==> src/rtl/roi_window_detector.sv <==
`default_nettype none
// ============================================================================
// Module      : roi_window_detector
// Description : Finds the bounding box of the first run of qualifying rows in
//               a binarised pixel stream. Each row is active when its white
//               pixel count reaches a runtime threshold. The first run of at
//               least MIN_RUN consecutive active rows is reported, together
//               with the largest per-row white count and the row holding it.
//               Results are held for readout until acknowledged.
// Revision    : 1.0 - initial release
// ============================================================================
module roi_window_detector #(
  parameter int IMG_W   = 320,
  parameter int IMG_H   = 240,
  parameter int MIN_RUN = 4,
  parameter int COL_W   = $clog2(IMG_W),
  parameter int ROW_W   = $clog2(IMG_H),
  parameter int CNT_W   = $clog2(IMG_W + 1)
) (
  input  logic             iCLK,
  input  logic             iRST_N,
  input  logic             iStart,
  input  logic             iAck,
  input  logic             iNewFrame,
  input  logic             iDATA,
  input  logic             iDVAL,
  input  logic [CNT_W-1:0] iThreshold,
  output logic [1:0]       oState,
  output logic             oDone,
  output logic             oFound,
  output logic [ROW_W-1:0] oTop,
  output logic [ROW_W-1:0] oBottom,
  output logic [COL_W-1:0] oLeft,
  output logic [COL_W-1:0] oRight,
  output logic [CNT_W-1:0] oMaxCount,
  output logic [ROW_W-1:0] oMaxRow
);

  // Run length only needs to reach MIN_RUN; it saturates there.
  localparam int RUN_W = $clog2(MIN_RUN + 1);

  localparam logic [COL_W-1:0] LAST_COL = COL_W'(IMG_W - 1);
  localparam logic [ROW_W-1:0] LAST_ROW = ROW_W'(IMG_H - 1);
  localparam logic [CNT_W-1:0] SAT_CNT  = CNT_W'(IMG_W);
  localparam logic [RUN_W-1:0] RUN_MAX  = RUN_W'(MIN_RUN);

  typedef enum logic [1:0] {
    IDLE       = 2'b00,
    WAIT_FRAME = 2'b01,
    SCAN       = 2'b10,
    DONE       = 2'b11
  } state_t;

  state_t state;
  logic   start_d;
  logic   finishing;    // final pixel accepted; results publish next edge

  // Per-row accumulators
  logic [COL_W-1:0] col, nxt_col;
  logic [ROW_W-1:0] row, nxt_row;
  logic [CNT_W-1:0] count, nxt_count;
  logic             has_white, nxt_has;
  logic [COL_W-1:0] row_min, nxt_min;
  logic [COL_W-1:0] row_max, nxt_max;

  // Open candidate run
  logic [RUN_W-1:0] run_len, nxt_run;
  logic [ROW_W-1:0] cand_top, nxt_top;
  logic [ROW_W-1:0] cand_bottom, nxt_bottom;
  logic [COL_W-1:0] cand_left, nxt_left;
  logic [COL_W-1:0] cand_right, nxt_right;
  logic             cand_cols, nxt_cols;   // candidate holds at least one white column

  // First qualifying run, frozen once locked
  logic             locked, nxt_locked;
  logic [ROW_W-1:0] lock_top, nxt_lock_top;
  logic [ROW_W-1:0] lock_bottom, nxt_lock_bottom;
  logic [COL_W-1:0] lock_left, nxt_lock_left;
  logic [COL_W-1:0] lock_right, nxt_lock_right;

  // Brightest row so far
  logic [CNT_W-1:0] best, nxt_best;
  logic [ROW_W-1:0] best_row, nxt_best_row;

  logic             restart;
  logic             accept;
  logic             frame_end;
  logic [CNT_W-1:0] pix_cnt;
  logic             pix_has;
  logic [COL_W-1:0] pix_min;
  logic [COL_W-1:0] pix_max;
  logic             active;
  logic             last_row;

  assign oState = state;
  assign oDone  = (state == DONE);

  // Next-state datapath: optional frame restart, then pixel accumulation and row evaluation
  always_comb begin
    restart   = iNewFrame && ((state == WAIT_FRAME) || (state == SCAN && !finishing));
    accept    = iDVAL && (restart || (state == SCAN && !finishing));
    frame_end = 1'b0;
    pix_cnt   = '0;
    pix_has   = 1'b0;
    pix_min   = '0;
    pix_max   = '0;
    active    = 1'b0;
    last_row  = 1'b0;

    nxt_col         = col;
    nxt_row         = row;
    nxt_count       = count;
    nxt_has         = has_white;
    nxt_min         = row_min;
    nxt_max         = row_max;
    nxt_run         = run_len;
    nxt_top         = cand_top;
    nxt_bottom      = cand_bottom;
    nxt_left        = cand_left;
    nxt_right       = cand_right;
    nxt_cols        = cand_cols;
    nxt_locked      = locked;
    nxt_lock_top    = lock_top;
    nxt_lock_bottom = lock_bottom;
    nxt_lock_left   = lock_left;
    nxt_lock_right  = lock_right;
    nxt_best        = best;
    nxt_best_row    = best_row;

    // A new frame wipes every accumulator; the same cycle's pixel is (0,0).
    if (restart) begin
      nxt_col         = '0;
      nxt_row         = '0;
      nxt_count       = '0;
      nxt_has         = 1'b0;
      nxt_min         = '0;
      nxt_max         = '0;
      nxt_run         = '0;
      nxt_top         = '0;
      nxt_bottom      = '0;
      nxt_left        = '0;
      nxt_right       = '0;
      nxt_cols        = 1'b0;
      nxt_locked      = 1'b0;
      nxt_lock_top    = '0;
      nxt_lock_bottom = '0;
      nxt_lock_left   = '0;
      nxt_lock_right  = '0;
      nxt_best        = '0;
      nxt_best_row    = '0;
    end

    if (accept) begin
      pix_cnt = (iDATA && nxt_count != SAT_CNT) ? nxt_count + CNT_W'(1) : nxt_count;
      pix_has = nxt_has | iDATA;
      pix_min = (iDATA && !nxt_has) ? nxt_col : nxt_min;
      pix_max = iDATA ? nxt_col : nxt_max;

      if (nxt_col != LAST_COL) begin
        nxt_col   = nxt_col + COL_W'(1);
        nxt_count = pix_cnt;
        nxt_has   = pix_has;
        nxt_min   = pix_min;
        nxt_max   = pix_max;
      end else begin
        // Row complete, including this pixel
        active   = (pix_cnt >= iThreshold);
        last_row = (nxt_row == LAST_ROW);

        if (pix_cnt > nxt_best) begin
          nxt_best     = pix_cnt;
          nxt_best_row = nxt_row;
        end

        if (active) begin
          if (nxt_run == '0) nxt_top = nxt_row;
          if (nxt_run != RUN_MAX) nxt_run = nxt_run + RUN_W'(1);
          nxt_bottom = nxt_row;
          if (pix_has) begin
            if (!nxt_cols || pix_min < nxt_left)  nxt_left  = pix_min;
            if (!nxt_cols || pix_max > nxt_right) nxt_right = pix_max;
            nxt_cols = 1'b1;
          end
          // A run still open at the bottom of the frame qualifies too.
          if (!nxt_locked && last_row && nxt_run == RUN_MAX) begin
            nxt_locked      = 1'b1;
            nxt_lock_top    = nxt_top;
            nxt_lock_bottom = nxt_bottom;
            nxt_lock_left   = nxt_left;
            nxt_lock_right  = nxt_right;
          end
        end else begin
          if (!nxt_locked && nxt_run == RUN_MAX) begin
            nxt_locked      = 1'b1;
            nxt_lock_top    = nxt_top;
            nxt_lock_bottom = nxt_bottom;
            nxt_lock_left   = nxt_left;
            nxt_lock_right  = nxt_right;
          end
          nxt_run    = '0;
          nxt_top    = '0;
          nxt_bottom = '0;
          nxt_left   = '0;
          nxt_right  = '0;
          nxt_cols   = 1'b0;
        end

        nxt_col   = '0;
        nxt_row   = last_row ? '0 : nxt_row + ROW_W'(1);
        nxt_count = '0;
        nxt_has   = 1'b0;
        nxt_min   = '0;
        nxt_max   = '0;
        frame_end = last_row;
      end
    end
  end

  // Datapath registers simply follow the computed next state
  always_ff @(posedge iCLK or negedge iRST_N) begin
    if (!iRST_N) begin
      col         <= '0;
      row         <= '0;
      count       <= '0;
      has_white   <= 1'b0;
      row_min     <= '0;
      row_max     <= '0;
      run_len     <= '0;
      cand_top    <= '0;
      cand_bottom <= '0;
      cand_left   <= '0;
      cand_right  <= '0;
      cand_cols   <= 1'b0;
      locked      <= 1'b0;
      lock_top    <= '0;
      lock_bottom <= '0;
      lock_left   <= '0;
      lock_right  <= '0;
      best        <= '0;
      best_row    <= '0;
    end else begin
      col         <= nxt_col;
      row         <= nxt_row;
      count       <= nxt_count;
      has_white   <= nxt_has;
      row_min     <= nxt_min;
      row_max     <= nxt_max;
      run_len     <= nxt_run;
      cand_top    <= nxt_top;
      cand_bottom <= nxt_bottom;
      cand_left   <= nxt_left;
      cand_right  <= nxt_right;
      cand_cols   <= nxt_cols;
      locked      <= nxt_locked;
      lock_top    <= nxt_lock_top;
      lock_bottom <= nxt_lock_bottom;
      lock_left   <= nxt_lock_left;
      lock_right  <= nxt_lock_right;
      best        <= nxt_best;
      best_row    <= nxt_best_row;
    end
  end

  // Control FSM and registered result outputs
  always_ff @(posedge iCLK or negedge iRST_N) begin
    if (!iRST_N) begin
      state     <= IDLE;
      start_d   <= 1'b0;
      finishing <= 1'b0;
      oFound    <= 1'b0;
      oTop      <= '0;
      oBottom   <= '0;
      oLeft     <= '0;
      oRight    <= '0;
      oMaxCount <= '0;
      oMaxRow   <= '0;
    end else begin
      start_d <= iStart;
      case (state)
        IDLE: begin
          if (iStart && !start_d) state <= WAIT_FRAME;
        end
        WAIT_FRAME: begin
          finishing <= 1'b0;
          if (iNewFrame) state <= SCAN;
        end
        SCAN: begin
          if (finishing) begin
            finishing <= 1'b0;
            state     <= DONE;
            oFound    <= locked;
            oTop      <= lock_top;
            oBottom   <= lock_bottom;
            oLeft     <= lock_left;
            oRight    <= lock_right;
            oMaxCount <= best;
            oMaxRow   <= best_row;
          end else if (frame_end) begin
            finishing <= 1'b1;
          end
        end
        DONE: begin
          if (iAck) state <= IDLE;
        end
        default: state <= IDLE;
      endcase
    end
  end

endmodule
`default_nettype wire

==> config.mk <==
export PLATFORM = sky130hd
export DESIGN_NAME = roi_window_detector
export DESIGN_NICKNAME = d
export VERILOG_FILES = /design/src/rtl/roi_window_detector.sv
export SDC_FILE = /design/constraint.sdc
export NUM_CORES = 1
export LEC_CHECK = 0
export ABC_AREA = 1
export CAP_MARGIN = 20
export CORE_MARGIN = 1.5
export CORE_UTILIZATION = 55
export CTS_CLUSTER_SIZE = 28
export DETAILED_ROUTE_END_ITERATION = 6
export HOLD_SLACK_MARGIN = 0.05
export PLACE_DENSITY = 0.78
export SYNTH_ARGS = -nofsm -noshare
export SYNTH_HDL_FRONTEND = slang
export SYNTH_SLANG_ARGS = --single-unit
==> constraint.sdc <==
create_clock -name iCLK -period 4.2 [get_ports iCLK]
set_input_delay 0.63 -clock iCLK [delete_from_list [all_inputs] [get_ports iCLK]]
set_output_delay 0.63 -clock iCLK [all_outputs]
set_load 0.02 [all_outputs]
* After elaboration in Yosys (flattened, before gate mapping)
Cells that the tools add are included.
** Word-level totals
- Flip-flop bits (word level) :: 191
- Input port bits :: 16
- Output and inout bits :: 55
- Logic and storage cells :: 178
** Cells by class
- $add $sub $neg :: 4
- Order comparisons :: 4
- Eq/ne operators :: 13
- Multiplexer cells :: 104
- Bitwise logic cells :: 1
- Reduce and logical (&&, ||, !) cells :: 23
** Operators with widths (number)
- $mux W9 :: 43
- $mux W8 :: 29
- $mux W3 :: 8
- $add A9 B1 Y9 const B :: 2
- $gt A9 B9 Y1 :: 2
- $mux W1 :: 18
- $ne A9 B9 Y1 const B :: 2
- $ge A9 B9 Y1 :: 1
- $logic_and A1 B1 Y1 :: 9
- $lt A9 B9 Y1 :: 1
- $add A8 B1 Y8 const B :: 1
- $eq A8 B8 Y1 const B :: 1
- $mux W2 :: 4
- $ne A2 B2 Y1 const B :: 4
- $pmux W2 S4 :: 1
- $eq A3 B3 Y1 const B :: 2
- $logic_not A1 Y1 :: 5
- $eq A2 B2 Y1 const B :: 2
- $logic_or A1 B1 Y1 :: 4
- $reduce_and A4 Y1 :: 1
- $add A3 B1 Y3 const B :: 1
- $logic_not A3 Y1 :: 1
- $ne A3 B3 Y1 const B :: 1
- $eq A2 B1 Y1 const B :: 1
- other kinds (5) :: 5

* Logic depth before layout (Yosys ltp)
Gate-level depths: netlist of the first run.
- Depth after elaboration :: 18
- Depth in mapped cells :: 32
- Depth with buffers taken out :: 29

* Least setup slack after synthesis of the first run
Ideal clock, no wire load.
- Path type :: flip-flop to flip-flop
- Start :: register state[0] (netlist: oState[0])
- End :: register lock_top[2]
- Library setup time :: 0.117 ns
- Arrival :: 4.098 ns
- Data required time :: 4.083 ns
- Path slack :: -0.015 ns
- Cell stages (with the launch flop) :: 32
- Buffers on the path :: 3
- Clock period less this slack :: 4.215 ns
- Cell sequence :: dfrtp_1 > inv_1 > ha_1 > nand2_4 > a21boi_4 > buf_4 > buf_2 > nor2_1 > inv_1 > ha_1 > inv_1 > nor2_1 > nand2_1 > nor2_1 > nand3_2 > nand2_1 > nor2_1 > nand3_1 > nor3_1 > xor2_1 > inv_1 > ha_1 > nand4_1 > a211oi_1 > nand3_1 > nand2_1 > inv_2 > nand2_8 > nand2_8 > buf_6 > nor2_1 > nor2_1
** On the way
- Cells in the longest elaborated chain, start to end :: 16
- Elaborated cells on any way between the ends :: 40
- Classes of those cells :: add/sub (2); order compare (1); eq/ne (8); mux (18); reduce/logical (11)
** Ends and longest elaborated chain
- start, declared :: line 54 : state_t state;
- start signal, assigned :: line 267 : state <= IDLE;
- start signal, assigned :: line 281 : if (iStart && !start_d) state <= WAIT_FRAME;
- start signal, assigned :: line 285 : if (iNewFrame) state <= SCAN;
- parallel branches: the longest is 15 deep, another holds $add A9 B1 Y9
- $mux W8 * :: line 153 : if (accept) begin
- via nxt_lock_top[2] :: line 76 : logic [ROW_W-1:0] lock_top, nxt_lock_top;
- end signal, assigned :: line 255 : lock_top <= nxt_lock_top;
- end, declared :: line 76
Mark *: on every way through the listed nets, which the timed path passes. The select of a mux whose other input is x is not followed.
A chain may end at the register's enable or synchronous reset.

* Worst setup path in the final report of the first run
- Start :: register state[0] (netlist: oState[0])
- End :: register cand_right[7]
** On the way
- Cells in the longest elaborated chain, start to end :: 13
- Elaborated cells on any way between the ends :: 29
- Classes of those cells :: add/sub (1); order compare (2); eq/ne (4); mux (13); bitwise (1); reduce/logical (8)
** Ends and longest elaborated chain
- parallel branches: the longest is 12 deep, another holds $add A9 B1 Y9
- $mux W9 * :: line 153
- via nxt_right[7] :: line 71 : logic [COL_W-1:0] cand_right, nxt_right;
- end signal, assigned :: line 252 : cand_right <= nxt_right;
- end, declared :: line 71
Mark *: on every way through the listed nets, which the timed path passes.

==> results of run 1 <==
==> power breakdown <==
group	leakage, nW	switching [mW]	internal, mW	total, mW
clock	0.297	0.739	0.998	1.74
combinational	3.73	1.12	0.708	1.83
sequential	2.62	0.0895	2.02	2.11
==> cell usage after synthesis (10+ instances only) <==
cell,number,area (sq um)
buf_2,29,145.1
o21ai_1,29,145.1
nand3_1,114,570.6
inv_1,165,619.3
dfrtp_1,191,4780
o22ai_2,35,437.9
o21ai_0,128,640.6
mux2_2,16,180.2
inv_2,10,37.54
nand2_1,403,1513
o22ai_1,15,93.84
ha_1,43,538.0
nor2_1,125,469.2
a21oi_1,31,155.2
o21a_1,14,105.1
clkbuf_1,27,101.4
nand4_1,15,93.84
nand2_2,11,68.82
==> final cells by class <==
class,instances,area share [%]
clock buffer,18,3.190
clock inverter,13,1.376
inverter,178,4.984
multi-input combinational,1030,40.93
sequential,191,35.54
tap,270,2.511
timing repair buffer,160,11.47
==> logic make-up after synthesis <==
logic type,after synthesis,synth area share [%]
adder cells (fa/ha/maj),43,4.743
AO/OA/AOI/OAI,260,14.55
AND/OR/NAND/NOR,702,26.74
buffers and inverters,254,9.552
flip-flops,191,42.14
XOR/XNOR,9,0.6949
multiplexers,16,1.588
==> metrics by stage <==
step / hold WS (ns) / total power, mW / utilization (%) / setup WS [ns] / instance area, sq um
after global routing: 0.3791 / 5.981 / 66.50 / -0.03535 / 13460
after detailed placement: 0.4726 / 3.943 / 63.29 / -0.02995 / 12810
after floorplan: 0.3344 / 3.238 / - / 0.06174 / 11350
after CTS: 0.3344 / 5.683 / 66.32 / 0.2618 / 13420
final: 0.2895 / 5.679 / 66.50 / 0.2978 / 13460
after global placement: 0.4666 / 3.896 / 63.29 / 0.08982 / 12810
==> layer usage <==
layer,part of all wire [%],routed length (um),vias to the layer above
met5,0,0,-
met4,3.3,960,0
met3,4.1,1192,76
li1,-,-,4986
met2,51,14580,284
met1,42,12050,4920
==> final timing paths <==
| path | cells past startpoint | slack (ns) | to | start |
|---|---|---|---|---|
| max in group asynchronous | 2 | 2.96 | cand_left[3] | iRST_N |
| worst min register to register | 2 | 0.48 | oBottom[4] | oBottom[4] |
| worst min-delay path | 1 | 0.29 | oMaxRow[5] | iRST_N |
| worst max-delay path | 29 | 0.30 | cand_right[7] | oState[0] |
| min in group iCLK | 2 | 0.48 | oBottom[4] | oBottom[4] |
| worst max register to register | 29 | 0.30 | cand_right[7] | oState[0] |
==> worst max-delay path, delay by kind of cell, from the launching register on <==
| family | cells | cell delay [ns] |
|---|---|---|
| adders and majority gates | 3 | 0.69 |
| buffers and inverters | 7 | 0.78 |
| DFF | 1 | 0.43 |
| AOI/OAI and AO/OA | 4 | 0.54 |
| and+or+nand+nor | 15 | 1.32 |
==> repair_timing <==
action	CTS	global route
hold endpoints to repair	0	0
gates resized for setup	0	8
setup endpoints to repair	0	88
buffers inserted	0	1
==> registers in the layout, indices dropped and copies added, names as in the netlist, 9 cells and up <==
register	cells
lock_left	9
oRight	9
cand_left	9
lock_right	9
col	9
oLeft	9
cand_right	9
oMaxCount	9
best	9
row_max	9
row_min	9
count	9
==> key figures, run 1 <==
STA
  • Clk_skew: 0.008054 ns
  • Final Slew Violations: 0
  • Max-slew headroom: a little under two fifths
  • Least-Margin Pin Slew: 0.9267 ns
  • F_max: around 260 MHz
  • Tmin final: roughly 3.9 ns
  • Final setup vio count: 0
  • Setup TNS: 0 ns
  • Hold Vio Cnt, Final: 0
  • Fin crit share: 92.91%

GRT
  • Initial antenna violation count: 0
  • Grt met2 use: 48.92%
  • Met3 GRT Util: 4.188%
  • Largest net degree at the start of global routing: 109
  • Gr ovfl total: 0
  • First-pass GRT wire length: 49,010 um
  • GR peak layer: met2
  • Met1 Use GR: 34.16%
  • Total GRT Usage: 28.02%
  • Vias in the first global route: 10,260

Run
  • Total of max-cap violations: 0

Clocking
  • CTS tree: yes
  • Clk pin slew, worst setup/hold paths: 0.07 ns
  • CTS sink count: 191
  • Bufs on Longest Clock Path: 2
  • H-tree levels: 4
  • Hold_buf cts: 0
  • Clock root cell: clkbuf_16
  • Skew-Pair Late Insertion Delay: ~0.45 ns
  • CTS Buf Count: 17

Finish
  • Commonest non-fill, non-tap cell in the layout: nand2_1
  • Fin nets: 1,637
  • Final Non-Filler Cells: 1,860
  • Fillers: 1,672
  • Storage cell area: 4782 sq um
  • Layout area overhead: 18.62%
  • Commonest cells after routing, fill and taps aside: nand2_1, dfrtp_1, inv_1
  • Ant. Diodes: 0
  • Multi-input logic area: between 5000 and 6000 sq um
  • Share of cells above drive strength 1: 14.21%

Route
  • Vias: 10,270
  • ANT nets after route: 0
  • Iteration-0 DRC Markers: slightly below 800
  • Wire per inst: 15.48 um
  • Residual DRC: 0
  • Post-Route WL: 28,790 um
  • Detailed-route vias per instance: 5.519
  • DRT Pass-1 Iters: 7

Critical path
  • Kind of end point of the critical path: flip-flop
  • CP Data Required Time: 4.52 ns
  • Most frequent CP cell: nor2_1
  • Critical-path maximum fanout: 22
  • CP Launch Type: flip-flop
  • Slowest stage delay, CP: 0.43 ns
  • Critical path class: reg -> reg
  • CP arrival: 4.23 ns
  • Slowest CP cell: dfrtp_2

Power
  • Lkg Pwr: 6.651 nW
  • Pwr Density: 422.0 nW/um^2
  • Max VDD drop: approximately 310 uV

Outcome
  • Outcome: complete, no violations

Synthesis
  • Synthesized instance count: between 1,000 and 1,500
  • Mapped Area: roughly 11,000 sq um
  • Syn_area_per_cell: between 7 and 8 sq um
  • Post-synth EDFFs: 0
  • Yosys warns: 0
  • Yosys reg bits: 191
  • Syn Nets: approximately 1,500
  • Sequential area share after synthesis: 42.14%
  • Synth Flop Type: dfrtp_1
  • Post-synth ARST share: 100.0%
  • Distinct cells, synth: 40

Placed design
  • Final HPWL DP: 19,830 um
  • Global placer's final weighted congestion: 0.9204
  • Port bufs: 70
  • Dpl cells: 1,828

Floorplan
  • Starting Density: 56.06%
  • FP Rows: 52
  • Die ar.: between 20,000 and 25,000 sq um
  • Die height: 146.6 um
  • IO Pins: 71
  • Core box area: 20,230 sq um
  • Die width: 146.6 um

Hold path
  • Worst min path class: in -> async
(Power assumes the default switching activity.)
==> run 2: changes to the inputs <==
--- a/config.mk
+++ b/config.mk
@@ -13,6 +13,7 @@
 export DETAILED_ROUTE_END_ITERATION = 6
 export HOLD_SLACK_MARGIN = 0.05
 export PLACE_DENSITY = 0.78
+export SKIP_LAST_GASP = 1
 export SYNTH_ARGS = -nofsm -noshare
 export SYNTH_HDL_FRONTEND = slang
 export SYNTH_SLANG_ARGS = --single-unit
==> run 2 against run 1 <==
Setup slack worse by 0.034 ns. Register-to-register slack worse by 0.03 ns. Critical path depth stayed put. Design area stayed put. Worst hold slack better by 0.0014 ns. Total power hardly changed. Maximum frequency is 0.86% lower. Cell count stayed put. Global-route usage stayed put. Clock power hardly changed. Largest power group unchanged.
==> key figures, run 2 (synthesized netlist as in run 1, its figures left out) <==
Floorplan
  • Core box area: 20,230 sq um (unchanged)
  • Die height: 146.6 um (unchanged)
  • FP Rows: 52 (unchanged)
  • Starting Density: 56.06% (unchanged)
  • IO Pins: 71 (unchanged)
  • Die width: 146.6 um (unchanged)
  • Die ar.: 21,490 sq um (unchanged)

Route
  • Iteration-0 DRC Markers: 816 (+2.8%)
  • Post-Route WL: 28,810 um (about the same)
  • DRT Pass-1 Iters: 5 (-2)
  • Residual DRC: 0 (unchanged)
  • Wire per inst: 15.49 um (about the same)
  • ANT nets after route: 0 (unchanged)
  • Detailed-route vias per instance: 5.519 (unchanged)
  • Vias: 10,270 (unchanged)

Power
  • Sw Pwr: 1.952 mW (about the same)
  • Lkg Pwr: 6.651 nW (about the same)
  • Pwr Density: 421.8 nW/um^2 (about the same)
  • Clock power share: 30.6% (about the same)
  • Max VDD drop: 307.9 uV (about the same)
  • Switching share of power: 34.38% (about the same)
  • Combinational power share: 32.3% (about the same)
  • Flop pwr share: 37.2% (about the same)
  • Int Power: 3.724 mW (about the same)

Placed design
  • Setup slack at placement: -0.02995 ns (unchanged)
  • Global placer's final weighted congestion: 0.9204 (unchanged)
  • Final HPWL DP: 19,830 um (unchanged)
  • Dpl cells: 1,828 (unchanged)
  • Port bufs: 70 (unchanged)

STA
  • Final Slew Violations: 0 (unchanged)
  • Tmin final: 3.936 ns (+0.03404 ns)
  • Max-slew headroom: 38.14% (+0.14 points)
  • Hold Vio Cnt, Final: 0 (unchanged)
  • Final hold slack: 0.2909 ns (+0.001411 ns)
  • Clk_skew: 0.007792 ns (-0.0002619 ns)
  • Final setup margin: 0.2637 ns (-0.03404 ns)
  • Setup TNS: 0 ns (unchanged)
  • Least-Margin Pin Slew: 0.9246 ns (-0.002131 ns)
  • F_max: 254.0 MHz (-0.86%)
  • Fin crit share: 93.72% (+0.81 points)
  • Unrepaired setup endpoints after global routing: yes
  • Final setup vio count: 0 (unchanged)

GRT
  • Initial antenna violation count: 0 (unchanged)
  • First-pass GRT wire length: 49,010 um (unchanged)
  • Largest net degree at the start of global routing: 109 (unchanged)
  • Total GRT Usage: 28.02% (unchanged)
  • Gr ovfl total: 0 (unchanged)
  • Vias in the first global route: 10,260 (unchanged)

Critical path
  • Critical path class: reg -> reg
  • Slowest stage delay, CP: 0.39 ns (-0.04 ns)
  • CP Launch Type: flip-flop
  • Worst Path Buf+Inv: 7 (unchanged)
  • CP Data Required Time: 4.53 ns (about the same)
  • Kind of end point of the critical path: flip-flop
  • Slowest CP cell: dfrtp_2
  • Critical-path maximum fanout: 9 (-59%)
  • Most frequent CP cell: nor2_1
  • Delay-heaviest family, CP: simple AND/OR/NAND/NOR gates
  • CP arrival: 4.27 ns (+0.04 ns)

Run
  • Total of max-cap violations: 0 (unchanged)

Clocking
  • Clk pin slew, worst setup/hold paths: 0.07 ns (about the same)
  • Skew-Pair Late Insertion Delay: 0.45 ns (about the same)
  • CTS sink count: 191 (unchanged)
  • Bufs on Longest Clock Path: 2 (unchanged)
  • H-tree levels: 4 (unchanged)
  • Clock root cell: clkbuf_16
  • CTS Buf Count: 17 (unchanged)
  • CTS tree: yes

Outcome
  • Outcome: complete, no violations

Finish
  • Share of cells above drive strength 1: 14.15% (-0.063 points)
  • Ant. Diodes: 0 (unchanged)
  • Layout area overhead: 18.62% (unchanged)
  • Commonest non-fill, non-tap cell in the layout: nand2_1
  • Fillers: 1,672 (unchanged)
  • Fin nets: 1,637 (unchanged)
  • Commonest cells after routing, fill and taps aside: nand2_1, dfrtp_1, inv_1
  • Final Non-Filler Cells: 1,860 (unchanged)

Hold path
  • Worst min path class: in -> async
[run 2: final cells by class]
cell class,instances,area [sq um],share of cell area [%]
well taps,270,337.8,2.511
clock buffers,18,429.2,3.190
flip-flops and latches,191,4782,35.54
inverters,178,670.6,4.984
multi-input cells,1030,5508,40.93
repair buffers,160,1543,11.47
clock inverters,13,185.2,1.376
[run 2: power groups by stage]
stage | sequential [mW] | combinational [mW] | clock [mW]
6_report | 2.11 | 1.83 | 1.74
5_1_grt | 2.13 | 2.02 | 1.83
4_1_cts | 2.11 | 1.81 | 1.76
3_5_place_dp | 2.14 | 1.80 | 0
3_3_place_gp | 2.14 | 1.76 | 0
2_1_floorplan | 2.26 | 0.977 | 0
[run 2: path summary, 6_finish.rpt]
path | start | end | slack (ns) | cells after the start
max in group asynchronous | iRST_N | cand_left[3] | 2.96 | 2
max | oState[1] | lock_top[5] | 0.26 | 29
min | iRST_N | oMaxRow[5] | 0.29 | 1
min in group iCLK | oBottom[4] | oBottom[4] | 0.48 | 2
min reg2reg | oBottom[4] | oBottom[4] | 0.48 | 2
max reg2reg | oState[1] | lock_top[5] | 0.26 | 29
[run 2: layer usage]
| metal | vias up | routed length, um | GRT usage [%] |
|---|---|---|---|
| met5 | - | 0 | 0 |
| met4 | 0 | 965 | 12.83 |
| met3 | 78 | 1317 | 4.188 |
| met2 | 322 | 14630 | 48.92 |
| met1 | 4887 | 11900 | 34.16 |
| li1 | 4979 | - | - |
[run 2: through the flow]
| step | cell area, sq um | total power [mW] | util [%] |
|---|---|---|---|
| 6_report | 13460 | 5.676 | 66.50 |
| 5_1_grt | 13460 | 5.979 | 66.50 |
| 4_1_cts | 13420 | 5.683 | 66.32 |
| 3_5_place_dp | 12810 | 3.943 | 63.29 |
| 3_3_place_gp | 12810 | 3.896 | 63.29 |
| 2_1_floorplan | 11350 | 3.238 | - |
[run 2: timing repair]
action | in CTS | in global routing
hold buffers | 0 | 0
setup endpoints to repair | 0 | 88
resized for setup | 0 | 7
buffers inserted | 0 | 1
